## src/rtl/cu_dispatch_scheduler.sv

```systemverilog
// Dispatch scheduler: turns CU filter/ifmap/ack instructions into routed PE packets.
// Filters are unicast per PE row; ifmaps are broadcast, then gated on per-PE acks.
module cu_dispatch_scheduler #(
    parameter int unsigned MAX_PE = 3,
    parameter int unsigned MESH_X = 2
) (
    input  logic        clk,
    input  logic        rst_n,
    input  logic        in_valid,
    output logic        in_ready,
    input  logic [44:0] in_data,
    output logic        out_valid,
    input  logic        out_ready,
    output logic [52:0] out_data,
    output logic        busy,
    output logic        err
);
    typedef enum logic [1:0] {IDLE, EMIT_FILT, EMIT_IFM, WAIT_ACK} state_t;

    localparam logic [2:0] MaxPe = 3'(MAX_PE);
    localparam logic [2:0] XLast = 3'(MESH_X - 1);

    state_t      state_q, state_d;
    logic [39:0] payload_q, payload_d;
    logic        ts_q, ts_d;
    logic        type_q, type_d;
    logic        loaded_q, loaded_d;
    logic        err_q, err_d;
    logic        busy_q;
    logic [2:0]  n_pe_q, n_pe_d;
    logic [2:0]  r_q, r_d;
    logic [2:0]  x_q, x_d;
    logic [2:0]  y_q, y_d;
    logic [7:0]  pend_q, pend_d;

    logic        accept;
    logic [2:0]  fsize;
    logic [3:0]  node;
    logic [7:0]  pend_sh;
    logic        node_hit;
    logic        last_row;

    assign accept   = in_valid & in_ready;
    assign fsize    = {1'b0, in_data[4:3]};
    assign node     = in_data[4:1];
    assign pend_sh  = pend_q >> node[2:0];
    assign node_hit = (node < {1'b0, n_pe_q}) & pend_sh[0];
    assign last_row = (r_q == n_pe_q - 3'd1);

    always_ff @(posedge clk or negedge rst_n) begin
        if (!rst_n) begin
            state_q   <= IDLE;
            payload_q <= '0;
            ts_q      <= 1'b0;
            type_q    <= 1'b0;
            loaded_q  <= 1'b0;
            err_q     <= 1'b0;
            busy_q    <= 1'b0;
            n_pe_q    <= '0;
            r_q       <= '0;
            x_q       <= '0;
            y_q       <= '0;
            pend_q    <= '0;
        end else begin
            state_q   <= state_d;
            payload_q <= payload_d;
            ts_q      <= ts_d;
            type_q    <= type_d;
            loaded_q  <= loaded_d;
            err_q     <= err_d;
            busy_q    <= (state_d != IDLE);
            n_pe_q    <= n_pe_d;
            r_q       <= r_d;
            x_q       <= x_d;
            y_q       <= y_d;
            pend_q    <= pend_d;
        end
    end

    always_comb begin
        state_d   = state_q;
        payload_d = payload_q;
        ts_d      = ts_q;
        type_d    = type_q;
        loaded_d  = loaded_q;
        err_d     = 1'b0;
        n_pe_d    = n_pe_q;
        r_d       = r_q;
        x_d       = x_q;
        y_d       = y_q;
        pend_d    = pend_q;
        case (state_q)
            IDLE: begin
                if (accept) begin
                    if (!in_data[0]) begin
                        err_d = 1'b1;
                    end else if (in_data[1] && (fsize == '0 || fsize > MaxPe)) begin
                        err_d = 1'b1;
                    end else if (!in_data[1] && !loaded_q) begin
                        err_d = 1'b1;
                    end else begin
                        payload_d = in_data[44:5];
                        ts_d      = in_data[2];
                        type_d    = in_data[1];
                        r_d       = '0;
                        x_d       = '0;
                        y_d       = '0;
                        if (in_data[1]) begin
                            n_pe_d   = fsize;
                            loaded_d = 1'b1;
                            state_d  = EMIT_FILT;
                        end else begin
                            state_d  = EMIT_IFM;
                        end
                    end
                end
            end
            EMIT_FILT, EMIT_IFM: begin
                if (out_ready) begin
                    if (last_row) begin
                        if (state_q == EMIT_FILT) begin
                            state_d = IDLE;
                        end else begin
                            state_d = WAIT_ACK;
                            pend_d  = (8'd1 << n_pe_q) - 8'd1;
                        end
                    end else begin
                        // Mesh coordinates walk row-major, so no divider is needed.
                        r_d = r_q + 3'd1;
                        if (x_q == XLast) begin
                            x_d = '0;
                            y_d = y_q + 3'd1;
                        end else begin
                            x_d = x_q + 3'd1;
                        end
                    end
                end
            end
            WAIT_ACK: begin
                if (accept) begin
                    if (node_hit) begin
                        pend_d = pend_q & ~(8'd1 << node[2:0]);
                        if (pend_d == '0) state_d = IDLE;
                    end else begin
                        err_d = 1'b1;
                    end
                end
            end
            default: state_d = IDLE;
        endcase
    end

    always_comb begin
        in_ready  = rst_n & ((state_q == IDLE) | ((state_q == WAIT_ACK) & ~in_data[0]));
        out_valid = (state_q == EMIT_FILT) | (state_q == EMIT_IFM);
        out_data  = '0;
        if (out_valid) begin
            out_data = {payload_q, r_q, type_q, ts_q, y_q, x_q, (x_q != '0) ? 2'b01 : 2'b10};
        end
    end

    assign busy = busy_q;
    assign err  = err_q;

endmodule

```

## config.mk

```make
export PLATFORM = sky130hd
export DESIGN_NAME = cu_dispatch_scheduler
export DESIGN_NICKNAME = d
export VERILOG_FILES = /design/src/rtl/cu_dispatch_scheduler.sv
export SDC_FILE = /design/constraint.sdc
export NUM_CORES = 1
export LEC_CHECK = 0
export CAP_MARGIN = 0
export CORE_MARGIN = 5
export CORE_UTILIZATION = 38
export DETAILED_ROUTE_END_ITERATION = 8
export DONT_BUFFER_PORTS = 1
export PLACE_DENSITY_LB_ADDON = 0.08
export SYNTH_ARGS = -nofsm -noshare
export SYNTH_HDL_FRONTEND = slang
export SYNTH_SLANG_ARGS = --single-unit
```

## constraint.sdc

```tcl
create_clock -name clk -period 2.4 [get_ports clk]
set_input_delay 0.24 -clock clk [delete_from_list [all_inputs] [get_ports clk]]
set_output_delay 0.24 -clock clk [all_outputs]
set_load 0.01 [all_outputs]
```

==> flow_metrics.py, run 1 <==
metrics = {
    "place": {
        "placed_cell_area_um2": 3705,
        "hpwl_um": 5690,
        "dpl_worst_slack_ns": 0.1123,
        "gp_congestion": 0.8127,
        "port_buffers": 0,
    },
    "yosys": {
        "synth_edf_count": 0,
        "syn-num-nets": 394,
        "yosys-top-cells-area": "dfrtp_1, mux2_1, and2_1",
        "synth_seq_area_share_pct": 46.43,
        "syn_area_per_cell_um2": 10.71,
        "yosys_warnings": 0,
        "yosysUniqueCellTypes": 53,
        "synth-main-ff-cell": "dfrtp_1",
        "syn_inst": 332,
        "synth_area_leader_cell": "dfrtp_1",
        "ys_ff_latch": 66,
        "synth_top_area_share_pct": 46.43,
        "synthArstFlopShare_pct": 100.0,
        "synth_area_um2": 3557,
    },
    "pwr": {
        "clockPowerShare_pct": 18.0,
        "intPower_mw": 3.114,
        "switching_share_pct": 41.61,
        "ir_drop_mv": 0.5209,
        "pwr-share-comb_pct": 46.6,
        "p_seq_share_pct": 35.4,
        "p_leak_nw": 1.844,
        "p_sw_mw": 2.219,
        "powerDensity_nw_per_um2": 1304,
    },
    "run_status": {
        "outcome": "completed",
    },
    "die": {
        "io_pins": 106,
        "start_util_pct": 38.68,
        "die_area_um2": 11400,
        "core_region_area_um2": 9196,
        "die_w_um": 106.8,
        "rows": 35,
        "fp.dieH_um": 106.8,
    },
    "min_path": {
        "hold_class": "primary input to register",
        "min-delay-start": "in_data[15]",
        "hold_depth": 1,
        "hold_end": "payload_q[10]",
    },
    "critical_path": {
        "worstReg2RegStart": "n_pe_q[1]",
        "end_kind": "output port",
        "arrival_ns": 1.98,
        "startpoint_type": "register",
        "r2r_end": "pend_q[6]",
        "crit_fanout": 13,
        "rrSetupSlack_ns": 0.24,
        "crit_required_ns": 2.16,
        "r2r_cells": 7,
        "crit_type": "register to output port",
    },
    "timing": {
        "slew_headroom_pct": 70.88,
        "holdWs_ns": 0.02318,
        "setup_tns_ns": 0,
        "setup_viol": 0,
        "timing.final.max_slew_violations": 0,
        "hold_viol_final": 0,
        "rsz0062_at_grt": "no",
        "setup_slack_ns": 0.1814,
        "max_freq_mhz": 450.7,
        "period_needed_ns": 2.219,
        "worst_slew_pin_slew_ns": 0.4368,
        "worst_clock_skew_ns": 0.01097,
        "fin_crit_sh_pct": 92.44,
    },
    "clocking": {
        "cts_root_buf": "clkbuf_8",
        "cts_max_level": 3,
        "clkSlewWorstSetupHoldPaths_ns": 0.09,
        "clkLatencyLatePin_ns": 0.33,
        "clockBufferDepth": 2,
        "cts_tree": "done",
        "clock-sinks": 66,
        "cts-buffers-inserted": 9,
        "post_cts_buffers": 0,
    },
    "cells_and_area": {
        "seqCellArea_um2": 1652,
        "fin_area_um2": 4090,
        "syn2layout_area_growth_pct": 14.98,
        "drive_gt1_share_pct": 10.20,
        "final_cell_mix": "dfrtp_1, and2_1, mux2_1",
        "fin_util_pct": 44.48,
        "fillCellCount": 845,
        "multi_input_area_um2": 1797,
        "num_antenna_cells": 0,
        "layout_commonest_cell": "dfrtp_1",
        "fin_nets": 410,
    },
    "grt": {
        "first_global_vias": 2566,
        "grt_pass1_wl_um": 13300,
        "overflow": 0,
        "grt_max_degree": 67,
        "antenna_found_initial": 0,
        "grt.total_usage_pct": 14.79,
    },
    "route": {
        "route.vias.total": 2496,
        "drt_iter0_drc": 79,
        "avgRoutedWirePerCell_um": 17.61,
        "drc_errors": 0,
        "drtPass1Iterations": 4,
        "ant_nets": 0,
        "wirelength_um": 8170,
        "viasPerCell": 5.379,
    },
    "job": {
        "drv_cap": 0,
    },
}
## final cells by class
type | instances | share of cell area [%]
Clock buffer | 10 | 3.120
Clock inverter | 6 | 1.805
Inverter | 17 | 1.560
Multi-Input combinational cell | 231 | 43.93
Sequential cell | 66 | 40.38
Tap cell | 111 | 3.396
Timing Repair Buffer | 23 | 5.812
## through the flow
step	power, mW	std cells
after CTS	5.353	455
after global placement	4.301	434
after floorplan	3.713	332
after detailed placement	4.319	434
after global routing	5.815	464
final	5.332	464
## worst max-delay path by stage
stage / endpoint / startpoint / cells past startpoint
global route: pend_q[6] / n_pe_q[1] / 7
global placement: pend_q[6] / n_pe_q[1] / 7
finish: out_data[1] / state_q[0] / 6
detailed placement: pend_q[0] / n_pe_q[1] / 7
floorplan: pend_q[4] / state_q[0] / 8
CTS: out_data[1] / state_q[0] / 6
## state kept, by name, summed over array words and instances, names as in the netlist
| name | count |
|---|---|
| busy | 1 |
| err | 1 |
| loaded_q | 1 |
| n_pe_q | 2 |
| payload_q | 40 |
| pend_q | 8 |
| r_q | 3 |
| state_q | 2 |
| ts_q | 1 |
| type_q | 1 |
| x_q | 3 |
| y_q | 3 |
## critical path, cell delays in order, from the launching register on
cell	delay, ns
dfrtp_1	0.46
inv_1	0.13
ha_4	0.37
inv_2	0.05
buf_4	0.17
nor4_1	0.30
buf_4	0.17
## metal layers
layer | routed length, um | vias up | share of wire [%] | track usage (%)
met5 | 0 | - | 0 | 0
met4 | 68 | 0 | 0.83 | 4.110
met3 | 672 | 6 | 8.2 | 6.321
met2 | 3748 | 81 | 46 | 22.75
met1 | 3680 | 1217 | 45 | 19.07
li1 | - | 1192 | - | -
## timing repair
item / CTS / global route
gates resized for setup: 0 / 4
endpoints found under the hold margin: 69 / 9
setup endpoints to repair: 0 / 39
hold buffers: 5 / 9
## cells by family after synthesis
family	after synthesis	share of synthesized area, %
xor gates and xnor gates	3	0.7388
AOI/OAI and AO/OA	55	10.83
and+or+nand+nor	112	18.40
buffers and inverters	35	3.939
muxes	48	15.09
DFF	66	46.43
adders and majority gates	13	4.573
## synthesized netlist by cell type (2+ instances only)
library cell	number
dfrtp_1	66
and2_1	51
mux2_1	44
nor2_1	16
inv_1	15
ha_1	13
nand2_1	13
clkbuf_1	10
o21ai_0	9
a21oi_1	8
buf_2	7
nand2b_1	6
o31ai_1	5
a21o_1	4
nor3_1	4
a31o_1	3
a31oi_1	3
mux2i_1	3
nand3_1	3
nor4_1	3
o21ai_1	3
o221ai_1	3
a211o_1	2
a21boi_1	2
a41o_1	2
inv_2	2
nand4_1	2
nor2b_1	2
or3_1	2
or4_1	2
xor2_1	2
## power groups by stage
| stage | clock network, mW | logic, mW | registers, mW |
|---|---|---|---|
| floorplan | 0 | 1.90 | 1.82 |
| global placement | 0 | 2.42 | 1.88 |
| detailed placement | 0 | 2.42 | 1.90 |
| CTS | 1.01 | 2.46 | 1.88 |
| global route | 1.06 | 2.80 | 1.96 |
| finish | 0.962 | 2.48 | 1.89 |
No activity file was read; power rests on OpenSTA's default activity.
==> inputs of run 2 (changes only) <==
- MAX_ROUTING_LAYER: not set -> met4
==> run 2 against run 1 <==
Net effect:
- fmax rose by 0.47%
- setup slack gained 0.010 ns
- cell area shrank 0.92%
- global-route usage grew 0.40 points
- highest routed layer unchanged
- critical endpoint unchanged
- flip-flop and latch count stayed put
- critical path depth unchanged
- combinational power hardly changed
- first-iteration DRC count decreased by 5.1%
- clock power barely moved
- register-to-register slack is essentially flat
==> flow_metrics.py, run 2 (synthesis results as in run 1) <==
metrics = {
    "pwr": {
        "p_leak_nw": 1.827,
        "p_seq_share_pct": 35.4,
        "clockPowerShare_pct": 18.1,
        "powerDensity_nw_per_um2": 1315,
        "ir_drop_mv": 0.5227,
        "switching_share_pct": 41.64,
        "intPower_mw": 3.109,
        "pwr-share-comb_pct": 46.5,
        "p_sw_mw": 2.218,
        "p_total_mw": 5.328,
    },
    "clocking": {
        "clkSlewWorstSetupHoldPaths_ns": 0.09,
        "clock-sinks": 66,
        "clockBufferDepth": 2,
        "clkLatencyLatePin_ns": 0.34,
        "cts_tree": "done",
        "cts_max_level": 3,
        "cts-buffers-inserted": 9,
        "cts_root_buf": "clkbuf_8",
    },
    "route": {
        "wirelength_um": 8145,
        "avgRoutedWirePerCell_um": 17.67,
        "route.vias.total": 2476,
        "viasPerCell": 5.371,
        "drtPass1Iterations": 4,
        "drt_iter0_drc": 75,
        "ant_nets": 0,
        "drc_errors": 0,
    },
    "die": {
        "fp.dieH_um": 106.8,
        "die_w_um": 106.8,
        "die_area_um2": 11400,
        "rows": 35,
        "start_util_pct": 38.68,
        "core_region_area_um2": 9196,
        "io_pins": 106,
    },
    "cells_and_area": {
        "drive_gt1_share_pct": 10.32,
        "top_register": "payload_q",
        "seqCellArea_um2": 1652,
        "fillCellCount": 849,
        "largest_reg_flops": 40,
        "reg.largest.list": "payload_q x40, pend_q x8",
        "multi_input_area_um2": 1797,
        "fin_nets": 406,
        "syn2layout_area_growth_pct": 13.93,
        "final_cell_mix": "dfrtp_1, and2_1, mux2_1",
        "fin_area_um2": 4053,
        "layout_commonest_cell": "dfrtp_1",
    },
    "critical_path": {
        "crit_type": "register to output port",
        "startpoint_type": "register",
        "r2r_end": "pend_q[6]",
        "crit_fanout": 13,
        "crit_required_ns": 2.16,
        "end_kind": "output port",
        "worstReg2RegStart": "n_pe_q[1]",
        "r2r_cells": 7,
        "rrSetupSlack_ns": 0.23,
        "arrival_ns": 1.97,
    },
    "timing": {
        "setup_tns_ns": 0,
        "slew_headroom_pct": 70.78,
        "timing.final.max_slew_violations": 0,
        "worst_slew_pin_slew_ns": 0.4383,
        "setup_viol": 0,
        "max_freq_mhz": 452.8,
        "fin_crit_sh_pct": 92.01,
        "rsz0062_at_grt": "no",
        "worst_clock_skew_ns": 0.01389,
        "setup_slack_ns": 0.1917,
        "hold_viol_final": 0,
        "period_needed_ns": 2.208,
    },
    "grt": {
        "antenna_found_initial": 0,
        "grt_pass1_wl_um": 13270,
        "first_global_vias": 2578,
        "grt.total_usage_pct": 15.19,
        "overflow": 0,
        "grt_max_degree": 67,
    },
    "place": {
        "gp_congestion": 0.8247,
        "dpl_worst_slack_ns": 0.1123,
        "placed_cell_area_um2": 3705,
        "port_buffers": 0,
        "hpwl_um": 5690,
    },
    "job": {
        "drv_cap": 0,
    },
    "min_path": {
        "hold_class": "primary input to register",
        "hold_depth": 1,
        "hold_end": "payload_q[10]",
        "min-delay-start": "in_data[15]",
    },
    "run_status": {
        "outcome": "completed",
    },
}
## run 2: cell types whose count changed in the layout (fill, tap and decap cells not counted), sizes merged
cell / before / now
diode: 0 / 1
dlygate4sd3: 13 / 9
## run 2: routing by layer
| layer | vias up | part of all wire, % | track usage (%) |
|---|---|---|---|
| met5 | - | 0 | - |
| met4 | 0 | 1.2 | 4.932 |
| met3 | 8 | 6.8 | 4.094 |
| met2 | 80 | 46 | 22.62 |
| met1 | 1205 | 46 | 20.21 |
| li1 | 1183 | - | - |
## run 2: worst max-delay path, cell delays in order (launching register included)
cell     delay (ns)
dfrtp_1        0.45
inv_1          0.12
ha_4           0.37
inv_2          0.05
buf_4          0.17
nor4_1         0.29
buf_4          0.17
## run 2: area by class of cell
type                       instances  area share [%]
antenna                            1         0.06175
clock buffer                      10           3.149
clock inverter                     6           1.822
inverter                          17           1.575
multi-input combinational        231           44.33
sequential                        66           40.75
tap                              111           3.427
timing repair buffer              19           4.878
## run 2: power groups by stage
| stage | logic (mW) | registers, mW | clock network (mW) |
|---|---|---|---|
| after global placement | 2.42 | 1.88 | 0 |
| after floorplan | 1.90 | 1.82 | 0 |
| after detailed placement | 2.42 | 1.90 | 0 |
| final | 2.48 | 1.89 | 0.964 |
| after global routing | 2.79 | 1.96 | 1.05 |
| after CTS | 2.46 | 1.88 | 1.01 |
## run 2: worst max-delay path by stage
stage               start           to  slack [ns]  depth (start not counted)
6_report       state_q[0]  out_data[1]        0.19                          6
5_1_grt         n_pe_q[1]    pend_q[6]        0.04                          7
4_1_cts        state_q[0]  out_data[1]        0.06                          6
3_5_place_dp    n_pe_q[1]    pend_q[0]        0.11                          7
3_3_place_gp    n_pe_q[1]    pend_q[6]        0.19                          7
2_1_floorplan  state_q[0]    pend_q[4]        0.21                          8
## run 2: metrics by stage
| step | utilization (%) | hold WS [ns] | instances |
|---|---|---|---|
| after floorplan | - | -0.05559 | 332 |
| after global routing | 44.04 | 0.0003597 | 460 |
| after CTS | 43.21 | 0.001542 | 455 |
| final | 44.07 | 0.02157 | 461 |
| after global placement | 40.29 | -0.05120 | 434 |
| after detailed placement | 40.29 | -0.05153 | 434 |
## run 2: timing repair
| item | 4_1_cts | 5_1_grt |
|---|---|---|
| endpoints found under the setup margin | 0 | 39 |
| gates resized for setup | 0 | 4 |
| buffers inserted | 0 | 0 |
| hold endpoints to repair | 69 | 5 |
| hold buffers | 5 | 5 |
